File: config.mk
export PLATFORM = sky130hd
export DESIGN_NAME = mem_access_unit
export DESIGN_NICKNAME = d
export VERILOG_FILES = /design/src/rtl/mem_pkg.sv /design/src/rtl/load_align.sv /design/src/rtl/mem_access_unit.sv
export SDC_FILE = /design/constraint.sdc
export NUM_CORES = 1
export LEC_CHECK = 0
export BUFFER_PORTS_ARGS = -buffer_cell sky130_fd_sc_hd__buf_2
export CAP_MARGIN = 15
export CELL_PAD_IN_SITES_DETAIL_PLACEMENT = 1
export CELL_PAD_IN_SITES_GLOBAL_PLACEMENT = 2
export CORE_ASPECT_RATIO = 2
export CORE_MARGIN = 8
export CORE_UTILIZATION = 30
export CTS_BUF_LIST = sky130_fd_sc_hd__clkbuf_2
export DETAILED_ROUTE_END_ITERATION = 10
export PLACE_DENSITY_LB_ADDON = 0.1
export SLEW_MARGIN = 0
export SYNTH_ARGS = -nofsm -noshare
export SYNTH_HDL_FRONTEND = slang
export SYNTH_SLANG_ARGS = --single-unit
File: constraint.sdc
create_clock -name clk -period 2.3 [get_ports clk]
set_input_delay 0.115 -clock clk [delete_from_list [all_inputs] [get_ports clk]]
set_output_delay 0.115 -clock clk [all_outputs]
set_load 0.02 [all_outputs]
File: src/rtl/mem_pkg.sv
// Shared encodings for the MEM-stage load/store engine:
// funct3 codes, FSM states, byte-enable patterns and store-lane helpers.
package mem_pkg;

    localparam logic [2:0] F3_B  = 3'b000;
    localparam logic [2:0] F3_H  = 3'b001;
    localparam logic [2:0] F3_W  = 3'b010;
    localparam logic [2:0] F3_BU = 3'b100;
    localparam logic [2:0] F3_HU = 3'b101;

    localparam logic [3:0] BE_BYTE = 4'b0001;
    localparam logic [3:0] BE_HALF = 4'b0011;
    localparam logic [3:0] BE_WORD = 4'b1111;

    typedef enum logic [1:0] {
        IDLE   = 2'd0,
        ACCESS = 2'd1,
        RESP   = 2'd2
    } state_t;

    // Unlisted store encodings fall through to a full-word write.
    function automatic logic [3:0] store_be(
        input logic [2:0] f3,
        input logic [1:0] off
    );
        case (f3)
            F3_B:    store_be = BE_BYTE << off;
            F3_H:    store_be = BE_HALF << {off[1], 1'b0};
            default: store_be = BE_WORD;
        endcase
    endfunction

    function automatic logic [31:0] store_data(
        input logic [2:0]  f3,
        input logic [31:0] rs2
    );
        case (f3)
            F3_B:    store_data = {4{rs2[7:0]}};
            F3_H:    store_data = {2{rs2[15:0]}};
            default: store_data = rs2;
        endcase
    endfunction

endpackage

File: src/rtl/load_align.sv
// Combinational load formatter: picks the addressed byte/half
// from the read word and sign- or zero-extends it.
module load_align
    import mem_pkg::*;
(
    input  logic [31:0] rdata,
    input  logic [2:0]  funct3,
    input  logic [1:0]  addr_lo,
    output logic [31:0] result
);

    logic [7:0]  b;
    logic [15:0] h;

    always_comb begin
        b = rdata[8*addr_lo +: 8];
        h = addr_lo[1] ? rdata[31:16] : rdata[15:0];
        case (funct3)
            F3_B:    result = {{24{b[7]}}, b};
            F3_BU:   result = {24'd0, b};
            F3_H:    result = {{16{h[15]}}, h};
            F3_HU:   result = {16'd0, h};
            default: result = rdata;
        endcase
    end

endmodule

File: src/rtl/mem_access_unit.sv
// MEM-stage load/store engine with a req/ack data port and timeout.
// Define MISALIGN_TRAP_EN to trap misaligned accesses instead of aligning.
module mem_access_unit
    import mem_pkg::*;
#(
    parameter int XLEN    = 32,
    parameter int TIMEOUT = 64,
    parameter int CNT_W   = 8
) (
    input  logic            clk,
    input  logic            res,
    input  logic            mem_read_in,
    input  logic            mem_write_in,
    input  logic [2:0]      funct3_in,
    input  logic [XLEN-1:0] addr_in,
    input  logic [XLEN-1:0] wdata_in,
    output logic            stall_out,
    output logic            dmem_req,
    output logic            dmem_we,
    output logic [XLEN-1:0] dmem_addr,
    output logic [3:0]      dmem_be,
    output logic [XLEN-1:0] dmem_wdata,
    input  logic            dmem_ack,
    input  logic [XLEN-1:0] dmem_rdata,
    output logic [XLEN-1:0] load_data_out,
    output logic            load_valid_out,
    output logic            bus_err_out,
    output logic            misaligned_out
);

    localparam logic [CNT_W-1:0] TO_LAST = CNT_W'(TIMEOUT - 1);

    state_t            state;
    state_t            state_nx;
    logic [CNT_W-1:0]  cnt;
    logic [XLEN-1:0]   addr_q;
    logic [XLEN-1:0]   wdata_q;
    logic [XLEN-1:0]   ldata_q;
    logic [3:0]        be_q;
    logic [2:0]        f3_q;
    logic              we_q;
    logic              err_q;
    logic              mis_q;
    logic              access;
    logic              mis;
    logic              to_hit;
    logic              stall_c;
    logic [XLEN-1:0]   fmt;

    assign access = mem_read_in | mem_write_in;
    assign to_hit = (TIMEOUT != 0) && (cnt == TO_LAST);

`ifdef MISALIGN_TRAP_EN
    logic is_b;
    logic is_h;

    // Load BU/HU share the byte/half sizing; stores only know B and H.
    always_comb begin
        is_b = (funct3_in == F3_B)
             | (!mem_write_in && funct3_in == F3_BU);
        is_h = (funct3_in == F3_H)
             | (!mem_write_in && funct3_in == F3_HU);
        if (is_b)
            mis = 1'b0;
        else if (is_h)
            mis = addr_in[0];
        else
            mis = |addr_in[1:0];
    end

    assign misaligned_out = (state == RESP) && mis_q;
`else
    assign mis            = 1'b0;
    assign misaligned_out = 1'b0;
`endif

    load_align u_align (
        .rdata   (dmem_rdata),
        .funct3  (f3_q),
        .addr_lo (addr_q[1:0]),
        .result  (fmt)
    );

    always_comb begin
        state_nx = state;
        stall_c  = 1'b0;
        unique case (state)
            IDLE: begin
                stall_c = access;
                if (access)
                    state_nx = mis ? RESP : ACCESS;
            end
            ACCESS: begin
                stall_c = 1'b1;
                if (dmem_ack || to_hit)
                    state_nx = RESP;
            end
            RESP:    state_nx = IDLE;
            default: state_nx = IDLE;
        endcase
    end

    // Gate with reset so the pipeline is released while res is low.
    assign stall_out = res & stall_c;

    always_ff @(posedge clk or negedge res) begin
        if (!res) begin
            state   <= IDLE;
            cnt     <= '0;
            addr_q  <= '0;
            wdata_q <= '0;
            ldata_q <= '0;
            be_q    <= '0;
            f3_q    <= '0;
            we_q    <= 1'b0;
            err_q   <= 1'b0;
            mis_q   <= 1'b0;
        end else begin
            state <= state_nx;
            unique case (state)
                IDLE: begin
                    if (access) begin
                        addr_q  <= addr_in;
                        we_q    <= mem_write_in;
                        f3_q    <= funct3_in;
                        be_q    <= mem_write_in
                                 ? store_be(funct3_in, addr_in[1:0])
                                 : BE_WORD;
                        wdata_q <= store_data(funct3_in, wdata_in);
                        cnt     <= '0;
                        err_q   <= 1'b0;
                        mis_q   <= mis;
                    end
                end
                ACCESS: begin
                    if (dmem_ack) begin
                        if (!we_q)
                            ldata_q <= fmt;
                    end else if (to_hit) begin
                        err_q   <= 1'b1;
                        ldata_q <= '0;
                    end else begin
                        cnt <= cnt + CNT_W'(1);
                    end
                end
                default: ;
            endcase
        end
    end

    assign dmem_req       = (state == ACCESS);
    assign dmem_we        = we_q;
    assign dmem_addr      = {addr_q[XLEN-1:2], 2'b00};
    assign dmem_be        = be_q;
    assign dmem_wdata     = wdata_q;
    assign load_data_out  = ldata_q;
    assign load_valid_out = (state == RESP) & ~we_q & ~err_q & ~mis_q;
    assign bus_err_out    = (state == RESP) & err_q;

endmodule
==> results.sh, run 1 <==
export IMPL_finalSetupViolCount=0
export IMPL_viasPerCell=4.93
export IMPL_fin_setup_tns_ns=0
export IMPL_cts_setup_buffers=0
export IMPL_rsz0062_at_grt="false"
export IMPL_grt_pass1_vias=6253
export IMPL_ys_warn_count=0
export IMPL_irDropWorstVdd_mv=0.450
export IMPL_yosysMostFrequentCell="nand2_1"
export IMPL_whs_ns=0.152
export IMPL_fin_skew_ns=0.0391
export IMPL_synth_simple_gate_area_share_pct=16.9
export IMPL_rows=70
export IMPL_leakage_uw=0.00410
export IMPL_dpl_cell_area_um2=6610
export IMPL_synth_area_per_cell_um2=9.57
export IMPL_muxShareOfSynthArea_pct=6.99
export IMPL_cpMostUsedCell="nand2_1"
export IMPL_reg2reg_slack_ns=0.26
export IMPL_met3_length_um=1150
export IMPL_clock_root_buffer="clkbuf_2"
export IMPL_vias=5488
export IMPL_path_cells="nor2_4 -> o21a_2 -> buf_12 -> nand2_1 -> nand2_1 -> dlygate4sd3_1"
export IMPL_drv_cap=0
export IMPL_pin_count=210
export IMPL_grt_pass1_wl_um=34800
export IMPL_synthTopCellsByArea="dfrtp_1 (52%), nand2_1 (12%), mux2i_1 (6.0%)"
export IMPL_hp_start="addr_in[24]"
export IMPL_outcome="complete, no violations"
export IMPL_rr_startpoint="state[0]$_DFFE_PN0P_"
export IMPL_min_path_type="in -> reg"
export IMPL_core_area_um2=18200
export IMPL_die_w_um=112
export IMPL_final_nets=989
export IMPL_grt_overflow_total=0
export IMPL_yosysTopAreaCellShare_pct=52.0
export IMPL_antenna_left=0
export IMPL_finalWeightedCongestion=0.822
export IMPL_grt_antenna_before_repair=1
export IMPL_synth_ff_type="dfrtp_1"
export IMPL_cp_required_ns=2.91
export IMPL_end_kind="flip-flop"
export IMPL_start_util_pct=30.4
export IMPL_cp_slowest_cell="dlygate4sd3_1"
export IMPL_crit_type="reg -> reg"
export IMPL_place_hpwl_um=15600
export IMPL_startpoint_type="flip-flop"
export IMPL_synth_top_area_cell="dfrtp_1"
export IMPL_netlist_cell_type_count=47
export IMPL_postRouteWirelength_um=21800
export IMPL_drc=0
export IMPL_route_met2_wl_um=11800
export IMPL_clkSlewWorstSetupHoldPaths_ns=0.19
export IMPL_firstDrtPassIters=4
export IMPL_cts_made_buffers=17
export IMPL_synth_xor_xnor_area_share_pct=0
export IMPL_synthTopCellsByCount="nand2_1 (173), dfrtp_1 (115), o21ai_0 (52)"
export IMPL_wire_per_inst_um=19.5
export IMPL_cts_buffer_depth=2
export IMPL_slowest_delay_ns=0.54
export IMPL_fp_dieH_um=208
export IMPL_syn_to_final_growth_pct=48.3
export IMPL_worst_r2r_path_depth=6
export IMPL_grt_max_degree=81
export IMPL_synth_adder_area_share_pct=0.226
export IMPL_power_per_cell_area_nw_per_um2=1160
export IMPL_post_place_ws_ns=0.287
export IMPL_highest_layer="met4"
export IMPL_drtIter0Drc=160
export IMPL_cts_num_sinks=115
export IMPL_finalHoldViolCount=0
export IMPL_synth_seq_cells=115
export IMPL_netlist_area_um2=5530
export IMPL_htree_levels=4
export IMPL_insertion_delay_ns=0.68
export IMPL_synth_top_family_by_area="simple AND/OR/NAND/NOR gates"
export IMPL_num_fill_cells=2153
export IMPL_wl_met1_um=7860
export IMPL_relSlewSlack_pct=17.4
export IMPL_portBuffers=206
export IMPL_crit_family="buffers and inverters"
export IMPL_fin_area_um2=8210
export IMPL_rr_endpoint="addr_q[10]$_DFFE_PN0P_"
export IMPL_min_to="addr_q[24]$_DFFE_PN0P_"
export IMPL_synth_compound_area_share_pct=16.0
export IMPL_hold_depth=4
export IMPL_cp_arrival_ns=2.65
export IMPL_synth_edf_count=0
export IMPL_final_max_slew_viol_count=0
export IMPL_period_share_pct=88.9
export IMPL_synth_seq_area_share_pct=52.0
export IMPL_cts_tree="yes"
export IMPL_final_util_pct=45.1
export IMPL_path_buf_inv=2
export IMPL_drive_gt1_share_pct=29.2
export IMPL_fmax_mhz=489
export IMPL_layout_setup_ws_ns=0.256
export IMPL_period_needed_ns=2.04
export IMPL_async_reset_ff_share_pct=100
export IMPL_crit_fanout=49
export IMPL_grtUsageTotal_pct=19.1
export IMPL_tightestPinTransition_ns=1.23
export IMPL_synth_cells=578
export IMPL_die_area_um2=23300
-- how the worst max path moves through the flow --
stage	startpoint	slack, ns	end	cells after the start
CTS	state[0]$_DFFE_PN0P_	0.02	addr_q[4]$_DFFE_PN0P_	6
global placement	cnt[0]$_DFFE_PN0P_	0.35	load_data_out[26]$_DFFE_PN0P_	5
finish	state[0]$_DFFE_PN0P_	0.26	addr_q[10]$_DFFE_PN0P_	6
detailed placement	cnt[0]$_DFFE_PN0P_	0.29	load_data_out[16]$_DFFE_PN0P_	5
global route	state[0]$_DFFE_PN0P_	0.04	stall_out	4
floorplan	cnt[0]$_DFFE_PN0P_	0.56	load_data_out[16]$_DFFE_PN0P_	5
-- placed cells by master (no fill, tap or decap), types with 8 or more instances in the layout --
cell type and n:
nand2b_1 8, dlygate4sd3_1 131, buf_2 205, nor2_1 12, a221o_1 23, buf_4 13, a22o_1 9, inv_1 8
clkbuf_2 18, o22ai_1 14, nand2_1 173, o21ai_0 51, mux2i_1 33, dfrtp_1 114
-- sequential cells by signal (all words and copies together), names as in the netlist --
name	flops
cnt	8
addr_q	32
err_q	1
dmem_we	1
dmem_wdata	32
f3_q	3
state	2
load_data_out	32
dmem_be	4
-- layout make-up --
class / count / area [um^2] / share of cell area [%]
sequential: 115 / 2880 / 35.1
timing repair buffer: 353 / 2510 / 30.6
multi-input combinational: 389 / 2260 / 27.5
tap: 216 / 270 / 3.29
clock inverter: 14 / 164 / 2.00
clock buffer: 18 / 90.1 / 1.10
inverter: 8 / 30.0 / 0.366
antenna: 1 / 2.50 / 0.0305
-- logic make-up (layout without fill, tap and decap cells) --
kind of cell               count (synthesis)  in the layout
muxes                                     36             36
AOI/OAI and AO/OA                        128            128
and+or+nand+nor                          221            221
other                                      1              4
buffers and inverters                     76            393
DFF                                      115            115
adders and majority gates                  1              1
-- worst register-to-register path, cell delays in order (launching register included) --
cell,delay (ns)
dfrtp_2,0.52
nor2_4,0.20
o21a_2,0.26
buf_12,0.25
nand2_1,0.14
nand2_1,0.07
dlygate4sd3_1,0.54
-- layer usage --
metal  vias up  global-route usage, %
met5         -                      0
met4         0                   10.1
met3        36                   5.16
met2       167                   35.6
met1      2698                   18.7
li1       2587                      -
-- through the flow --
stage	total power, uW	instances
final	9510	1114
after global routing	10200	1114
after CTS	9670	1113
after detailed placement	7840	949
after global placement	7700	949
after floorplan	6410	580
-- where the power goes --
part | internal (uW) | total [uW] | leakage (uW) | switching [uW]
Clock | 601 | 1440 | 0.000141 | 841
Sequential | 2880 | 3460 | 0.00143 | 577
Combinational | 1790 | 4610 | 0.00253 | 2820
-- repair_timing --
action	in CTS	in global routing
setup endpoints to repair	1	13
hold endpoints to repair	226	0
gates resized for setup	1	3
hold buffers	132	0
pin swaps	0	0
Note: power is estimated with default switching activity, not from simulation.
==> run 2: changes to the inputs <==
--- a/config.mk
+++ b/config.mk
@@ -11,8 +11,7 @@
 export CELL_PAD_IN_SITES_GLOBAL_PLACEMENT = 2
 export CORE_ASPECT_RATIO = 2
 export CORE_MARGIN = 8
-export CORE_UTILIZATION = 30
-export CTS_BUF_LIST = sky130_fd_sc_hd__clkbuf_2
+export CORE_UTILIZATION = 29
 export DETAILED_ROUTE_END_ITERATION = 10
 export PLACE_DENSITY_LB_ADDON = 0.1
 export SLEW_MARGIN = 0
==> run 2 against run 1 <==
Effect of this change:
- clock skew fell by 0.031 ns
- highest routed layer unchanged
- worst hold slack got worse by 0.14 ns
- count of clock-buffer cells in the layout rose by 3
- design area fell by 3.3%
- critical endpoint is now load_data_out[16]$_DFFE_PN0P_
- register-to-register slack improved by 0.03 ns
- final cell count fell by 2.4%
- non-clock buffer count fell by 64
- sequential power barely moved
- critical path depth fell by 1
- utilization fell by 2.7 points
- largest cell class unchanged
==> results.sh, run 2 (synthesis gave the netlist of run 1 again) <==
export IMPL_antenna_left=0
export IMPL_drc=0
export IMPL_end_kind="flip-flop"
export IMPL_fmax_mhz=497
export IMPL_fp_dieH_um=211
export IMPL_fin_setup_tns_ns=0
export IMPL_grt_overflow_total=0
export IMPL_finalSetupViolCount=0
export IMPL_finalHoldViolCount=0
export IMPL_hp_start="wdata_in[11]"
export IMPL_outcome="complete, no violations"
export IMPL_final_nets=925
export IMPL_postRouteWirelength_um=20900
export IMPL_core_area_um2=18700
export IMPL_pin_count=210
export IMPL_worst_r2r_path_depth=5
export IMPL_finalWeightedCongestion=0.751
export IMPL_fin_skew_ns=0.00770
export IMPL_slowest_delay_ns=0.42
export IMPL_rr_startpoint="cnt[0]$_DFFE_PN0P_"
export IMPL_grt_max_degree=61
export IMPL_viasPerCell=4.77
export IMPL_min_path_type="in -> reg"
export IMPL_crit_fanout=39
export IMPL_clock_root_buffer="clkbuf_16"
export IMPL_syn_to_final_growth_pct=43.5
export IMPL_drv_cap=0
export IMPL_vias=5184
export IMPL_relSlewSlack_pct=43.8
export IMPL_hold_depth=3
export IMPL_crit_type="reg -> reg"
export IMPL_htree_levels=4
export IMPL_rows=71
export IMPL_insertion_delay_ns=0.41
export IMPL_final_common_cell="buf_2"
export IMPL_antenna_cells=0
export IMPL_firstDrtPassIters=6
export IMPL_start_util_pct=29.5
export IMPL_clkSlewWorstSetupHoldPaths_ns=0.06
export IMPL_period_needed_ns=2.01
export IMPL_drive_gt1_share_pct=31.5
export IMPL_cts_tree="yes"
export IMPL_drtIter0Drc=164
export IMPL_cp_required_ns=2.59
export IMPL_cp_slowest_cell="o41a_1"
export IMPL_path_cells="ha_1 -> nand3_1 -> o41a_1 -> buf_4 -> a221o_1"
export IMPL_grt_pass1_wl_um=32500
export IMPL_portBuffers=206
export IMPL_grt_pass1_vias=5753
export IMPL_cp_arrival_ns=2.30
export IMPL_rsz0062_at_grt="false"
export IMPL_final_max_slew_viol_count=0
export IMPL_grt_antenna_before_repair=0
export IMPL_die_w_um=114
export IMPL_place_hpwl_um=15800
export IMPL_die_area_um2=24000
export IMPL_postCtsResizedCells=0
export IMPL_grtUsageTotal_pct=17.6
export IMPL_wire_per_inst_um=19.2
export IMPL_power_per_cell_area_nw_per_um2=1340
export IMPL_layout_common_cells="buf_2 (205), nand2_1 (173), dfrtp_1 (115)"
export IMPL_worstSetupStartpoint="cnt[0]$_DFFE_PN0P_"
export IMPL_whs_ns=0.0127
export IMPL_cts_made_buffers=17
export IMPL_startpoint_type="flip-flop"
export IMPL_leakage_uw=0.00398
export IMPL_tightestPinTransition_ns=0.840
export IMPL_cts_num_sinks=115
export IMPL_period_share_pct=87.5
export IMPL_irDropWorstVdd_mv=0.542
export IMPL_num_fill_cells=2193
export IMPL_cts_buffer_depth=2
[run 2: changes by cell type in the layout (fill, tap and decap cells not counted), sizes merged]
cell / before / now
dlygate4sd3: 131 / 64
clkinvlp: 4 / 2
clkbuf: 18 / 21
clkinv: 7 / 4
diode: 1 / 0
buf: 222 / 225
bufinv: 3 / 4
[run 2: timing repair]
| item | 4_1_cts | 5_1_grt |
|---|---|---|
| buffers inserted | 0 | 0 |
| hold endpoints to repair | 140 | 0 |
| hold buffers | 64 | 0 |
| setup endpoints to repair | 0 | 0 |
[run 2: per-stage QoR]
stage	cell area, um^2	setup slack, ns	std cells	power, uW	util, %
floorplan	5540	0.562	580	6410	-
global placement	6670	0.340	991	7710	35.6
CTS	7930	0.286	1086	10800	42.3
global route	7940	0.203	1087	11300	42.4
finish	7940	0.287	1087	10600	42.4
detailed placement	6670	0.289	991	7850	35.6
[run 2: worst max-delay path, delay by kind of cell, from the launching register on]
family          cells  cell delay [ns]
compound gates      2             0.82
flops               1             0.39
buf+inv             1             0.27
fa+ha+maj           1             0.22
simple gates        1             0.20
[run 2: power breakdown]
part	total (uW)	internal, uW	switching [uW]
Sequential	3460	2910	553
Combinational	4350	1580	2780
Clock	2840	1880	951
[run 2: final timing paths]
kind                                                      end  slack (ns)
worst max-delay path            load_data_out[16]$_DFFE_PN0P_        0.29
worst min-delay path               dmem_wdata[11]$_DFFE_PN0P_        0.01
worst min register to register         addr_q[12]$_DFFE_PN0P_        0.47
max in group asynchronous           dmem_wdata[0]$_DFFE_PN0P_        1.33
min in group asynchronous          dmem_wdata[27]$_DFFE_PN0P_        0.14
worst max register to register  load_data_out[16]$_DFFE_PN0P_        0.29
[run 2: area by class of cell]
type / instances / area, um^2 / share of cell area [%]
clock buffers: 21 / 470 / 5.92
clock inverters: 10 / 155 / 1.95
inverters: 8 / 30.0 / 0.378
multi-input cells: 389 / 2250 / 28.3
flip-flops and latches: 115 / 2880 / 36.2
well taps: 255 / 319 / 4.02
repair buffers: 289 / 1840 / 23.2
[run 2: routing by layer]
| layer | track usage, % | up-vias | share of wire, % |
|---|---|---|---|
| met5 | 0 | - | 0 |
| met4 | 8.28 | 0 | 3.4 |
| met3 | 5.39 | 37 | 6.0 |
| met2 | 32.7 | 170 | 55 |
| met1 | 17.3 | 2521 | 36 |
| li1 | - | 2456 | - |
==> run 3: changes to the inputs <==
--- a/config.mk
+++ b/config.mk
@@ -5,13 +5,14 @@
 export SDC_FILE = /design/constraint.sdc
 export NUM_CORES = 1
 export LEC_CHECK = 0
+export ABC_AREA = 1
 export BUFFER_PORTS_ARGS = -buffer_cell sky130_fd_sc_hd__buf_2
 export CAP_MARGIN = 15
 export CELL_PAD_IN_SITES_DETAIL_PLACEMENT = 1
 export CELL_PAD_IN_SITES_GLOBAL_PLACEMENT = 2
 export CORE_ASPECT_RATIO = 2
 export CORE_MARGIN = 8
-export CORE_UTILIZATION = 29
+export CORE_UTILIZATION = 27
 export DETAILED_ROUTE_END_ITERATION = 10
 export PLACE_DENSITY_LB_ADDON = 0.1
 export SLEW_MARGIN = 0
==> run 3 against run 2 <==
Effect of this change:
- synthesized cell count increased by 35%
- combinational power increased by 14%
- fmax decreased by 3.7%
- largest power group unchanged
- total power increased by 4.3%
- wire length increased by 10%
- sequential cell count unchanged
- final cell count increased by 19%
- highest routed layer unchanged
- largest cell class unchanged
==> results.sh, run 3 <==
export IMPL_outcome="complete, no violations"
export IMPL_synthTopCellsByArea="dfrtp_1 (49%), nand2_1 (18%), o21ai_0 (6.6%)"
export IMPL_grt_pass1_wl_um=36500
export IMPL_cp_required_ns=2.66
export IMPL_yosysTopAreaCellShare_pct=48.6
export IMPL_synth_area_per_cell_um2=7.60
export IMPL_cts_num_sinks=115
export IMPL_final_common_cell="nand2_1"
export IMPL_placed_cells=1200
export IMPL_period_share_pct=90.9
export IMPL_hp_start="wdata_in[19]"
export IMPL_synth_ff_type="dfrtp_1"
export IMPL_startpoint_type="primary input"
export IMPL_pwr_share_clk_pct=24.2
export IMPL_grt_antenna_before_repair=0
export IMPL_fp_dieH_um=225
export IMPL_clock_root_buffer="clkbuf_16"
export IMPL_drtIter0Drc=227
export IMPL_htree_levels=4
export IMPL_rr_startpoint="state[0]$_DFFE_PN0P_"
export IMPL_fin_setup_tns_ns=0
export IMPL_vias=5870
export IMPL_wire_per_inst_um=17.8
export IMPL_fin_cells=1292
export IMPL_die_w_um=121
export IMPL_relSlewSlack_pct=61.4
export IMPL_synth_edf_count=0
export IMPL_cts_made_buffers=17
export IMPL_final_max_slew_viol_count=0
export IMPL_grtUsageTotal_pct=17.5
export IMPL_yosysMostFrequentCell="nand2_1"
export IMPL_portBuffers=206
export IMPL_cp_slowest_cell="dlygate4sd3_1"
export IMPL_pin_count=210
export IMPL_route_met2_wl_um=12700
export IMPL_cts_tree="yes"
export IMPL_viasPerCell=4.54
export IMPL_final_nets=1111
export IMPL_synth_cells=779
export IMPL_final_util_pct=37.7
export IMPL_rows=76
export IMPL_p_comb_share_pct=44.8
export IMPL_netlist_area_um2=5920
export IMPL_min_path_type="in -> reg"
export IMPL_path_buf_inv=4
export IMPL_place_hpwl_um=17200
export IMPL_fin_skew_ns=0.00774
export IMPL_rsz0062_at_grt="false"
export IMPL_leakage_uw=0.00427
export IMPL_crit_type="in -> reg"
export IMPL_power_switching_uw=5040
export IMPL_drive_gt1_share_pct=27.1
export IMPL_met3_length_um=1220
export IMPL_firstDrtPassIters=4
export IMPL_power_per_cell_area_nw_per_um2=1360
export IMPL_die_area_um2=27200
export IMPL_start_util_pct=27.4
export IMPL_drv_cap=0
export IMPL_synth_top_area_cell="dfrtp_1"
export IMPL_core_area_um2=21600
export IMPL_slowest_delay_ns=0.56
export IMPL_crit_family="buffers and inverters"
export IMPL_wl_met1_um=8250
export IMPL_intPower_uw=6070
export IMPL_netlist_cell_type_count=30
export IMPL_finalHoldViolCount=0
export IMPL_path_cells="dlygate4sd3_1 -> buf_2 -> nor2_4 -> inv_2 -> nor2_4 -> nand2_1 -> a31oi_1 -> dlygate4sd3_1"
export IMPL_ys_warn_count=0
export IMPL_num_fill_cells=2681
export IMPL_async_reset_ff_share_pct=100
export IMPL_grt_overflow_total=0
export IMPL_irDropWorstVdd_mv=0.503
export IMPL_dpl_cell_area_um2=6950
export IMPL_syn_to_final_growth_pct=37.5
export IMPL_p_seq_share_pct=30.9
export IMPL_grt_pass1_vias=6720
export IMPL_fmax_mhz=478
export IMPL_cts_setup_buffers=0
export IMPL_postRouteWirelength_um=23000
export IMPL_period_needed_ns=2.09
export IMPL_fin_area_um2=8140
export IMPL_finalWeightedCongestion=0.810
export IMPL_worstSetupStartpoint="funct3_in[1]"
export IMPL_end_kind="flip-flop"
export IMPL_drc=0
export IMPL_cts_buffer_depth=2
export IMPL_synth_seq_cells=115
export IMPL_grt_max_degree=98
export IMPL_synth_seq_area_share_pct=48.6
export IMPL_crit_fanout=24
export IMPL_clkSlewWorstSetupHoldPaths_ns=0.06
export IMPL_cp_arrival_ns=2.45
export IMPL_antenna_cells=0
export IMPL_insertion_delay_ns=0.42
export IMPL_layout_common_cells="nand2_1 (279), buf_2 (205), dfrtp_1 (115)"
export IMPL_switching_share_pct=45.4
export IMPL_highest_layer="met4"
export IMPL_antenna_left=0
export IMPL_synthTopCellsByCount="nand2_1 (279), dfrtp_1 (115), o21ai_0 (78)"
export IMPL_finalSetupViolCount=0
export IMPL_finalPower_uw=11100
export IMPL_tightestPinTransition_ns=0.579
run 3: cell types whose count changed in the layout (fill, tap and decap cells not counted), moves of 27 or more:
| cell | previous run | this run |
|---|---|---|
| nand2_1 | 173 | 279 |
| nor2_1 | 13 | 74 |
| inv_1 | 8 | 49 |
| a21oi_1 | 6 | 46 |
| mux2i_1 | 33 | 0 |
| o21ai_0 | 51 | 78 |
run 3: path summary, 6_finish.rpt:
kind                            slack (ns)                         end  cells after the start
worst min-delay path                  0.01  dmem_wdata[19]$_DFFE_PN0P_                      3
min in group asynchronous             0.13  dmem_wdata[26]$_DFFE_PN0P_                      2
max in group asynchronous             1.33      addr_q[26]$_DFFE_PN0P_                      3
worst max register to register        0.30  dmem_wdata[31]$_DFFE_PN0P_                      6
worst min register to register        0.47      addr_q[22]$_DFFE_PN0P_                      2
worst max-delay path                  0.21  dmem_wdata[31]$_DFFE_PN0P_                      8
run 3: cell type report:
| cell class | count | area (um^2) | area share [%] |
|---|---|---|---|
| inverter | 55 | 206 | 2.54 |
| clock inverter | 14 | 154 | 1.89 |
| timing repair buffer | 276 | 1730 | 21.2 |
| multi-input combinational | 541 | 2400 | 29.5 |
| clock buffer | 18 | 439 | 5.39 |
| tap | 273 | 342 | 4.19 |
| sequential | 115 | 2880 | 35.3 |
run 3: stage by stage:
stage	hold WS [ns]	worst slack, ns
finish	0.0123	0.210
global route	0.00695	0.0846
CTS	0.00130	0.133
detailed placement	0.0347	0.509
global placement	0.0229	0.572
floorplan	-0.181	0.824
run 3: power by group through the flow:
stage                     Sequential (uW)  Clock [uW]  Combinational (uW)
after global routing                 3560        2850                5540
final                                3440        2690                4980
after CTS                            3460        2780                5110
after detailed placement             3470           0                4980
after global placement               3460           0                4870
after floorplan                      4000           0                2950
run 3: worst min-delay path, delay by kind of cell:
| family | cells | cell delay (ns) |
|---|---|---|
| buffers and inverters | 1 | 0.08 |
| AO/OA/AOI/OAI | 2 | 0.20 |
run 3: logic make-up (layout without fill, tap and decap cells):
kind of cell	Yosys count	after routing	share of synthesized area (%)
buffers and inverters	125	363	11.2
xor gates and xnor gates	4	4	0.592
AOI/OAI and AO/OA	138	138	11.9
other	1	3	0.0633
and+or+nand+nor	395	395	27.5
DFF	115	115	48.6
adders and majority gates	1	1	0.211
run 3: what timing repair did:
item | in CTS | in global routing
gates resized for setup | 0 | 1
hold buffers | 60 | 0
endpoints found under the setup margin | 0 | 1
hold endpoints to repair | 76 | 0
run 3: layer usage:
layer,up-vias,track usage (%)
met5,-,0
met4,0,8.15
met2,164,32.8
met3,38,4.97
met1,2804,17.0
li1,2864,-
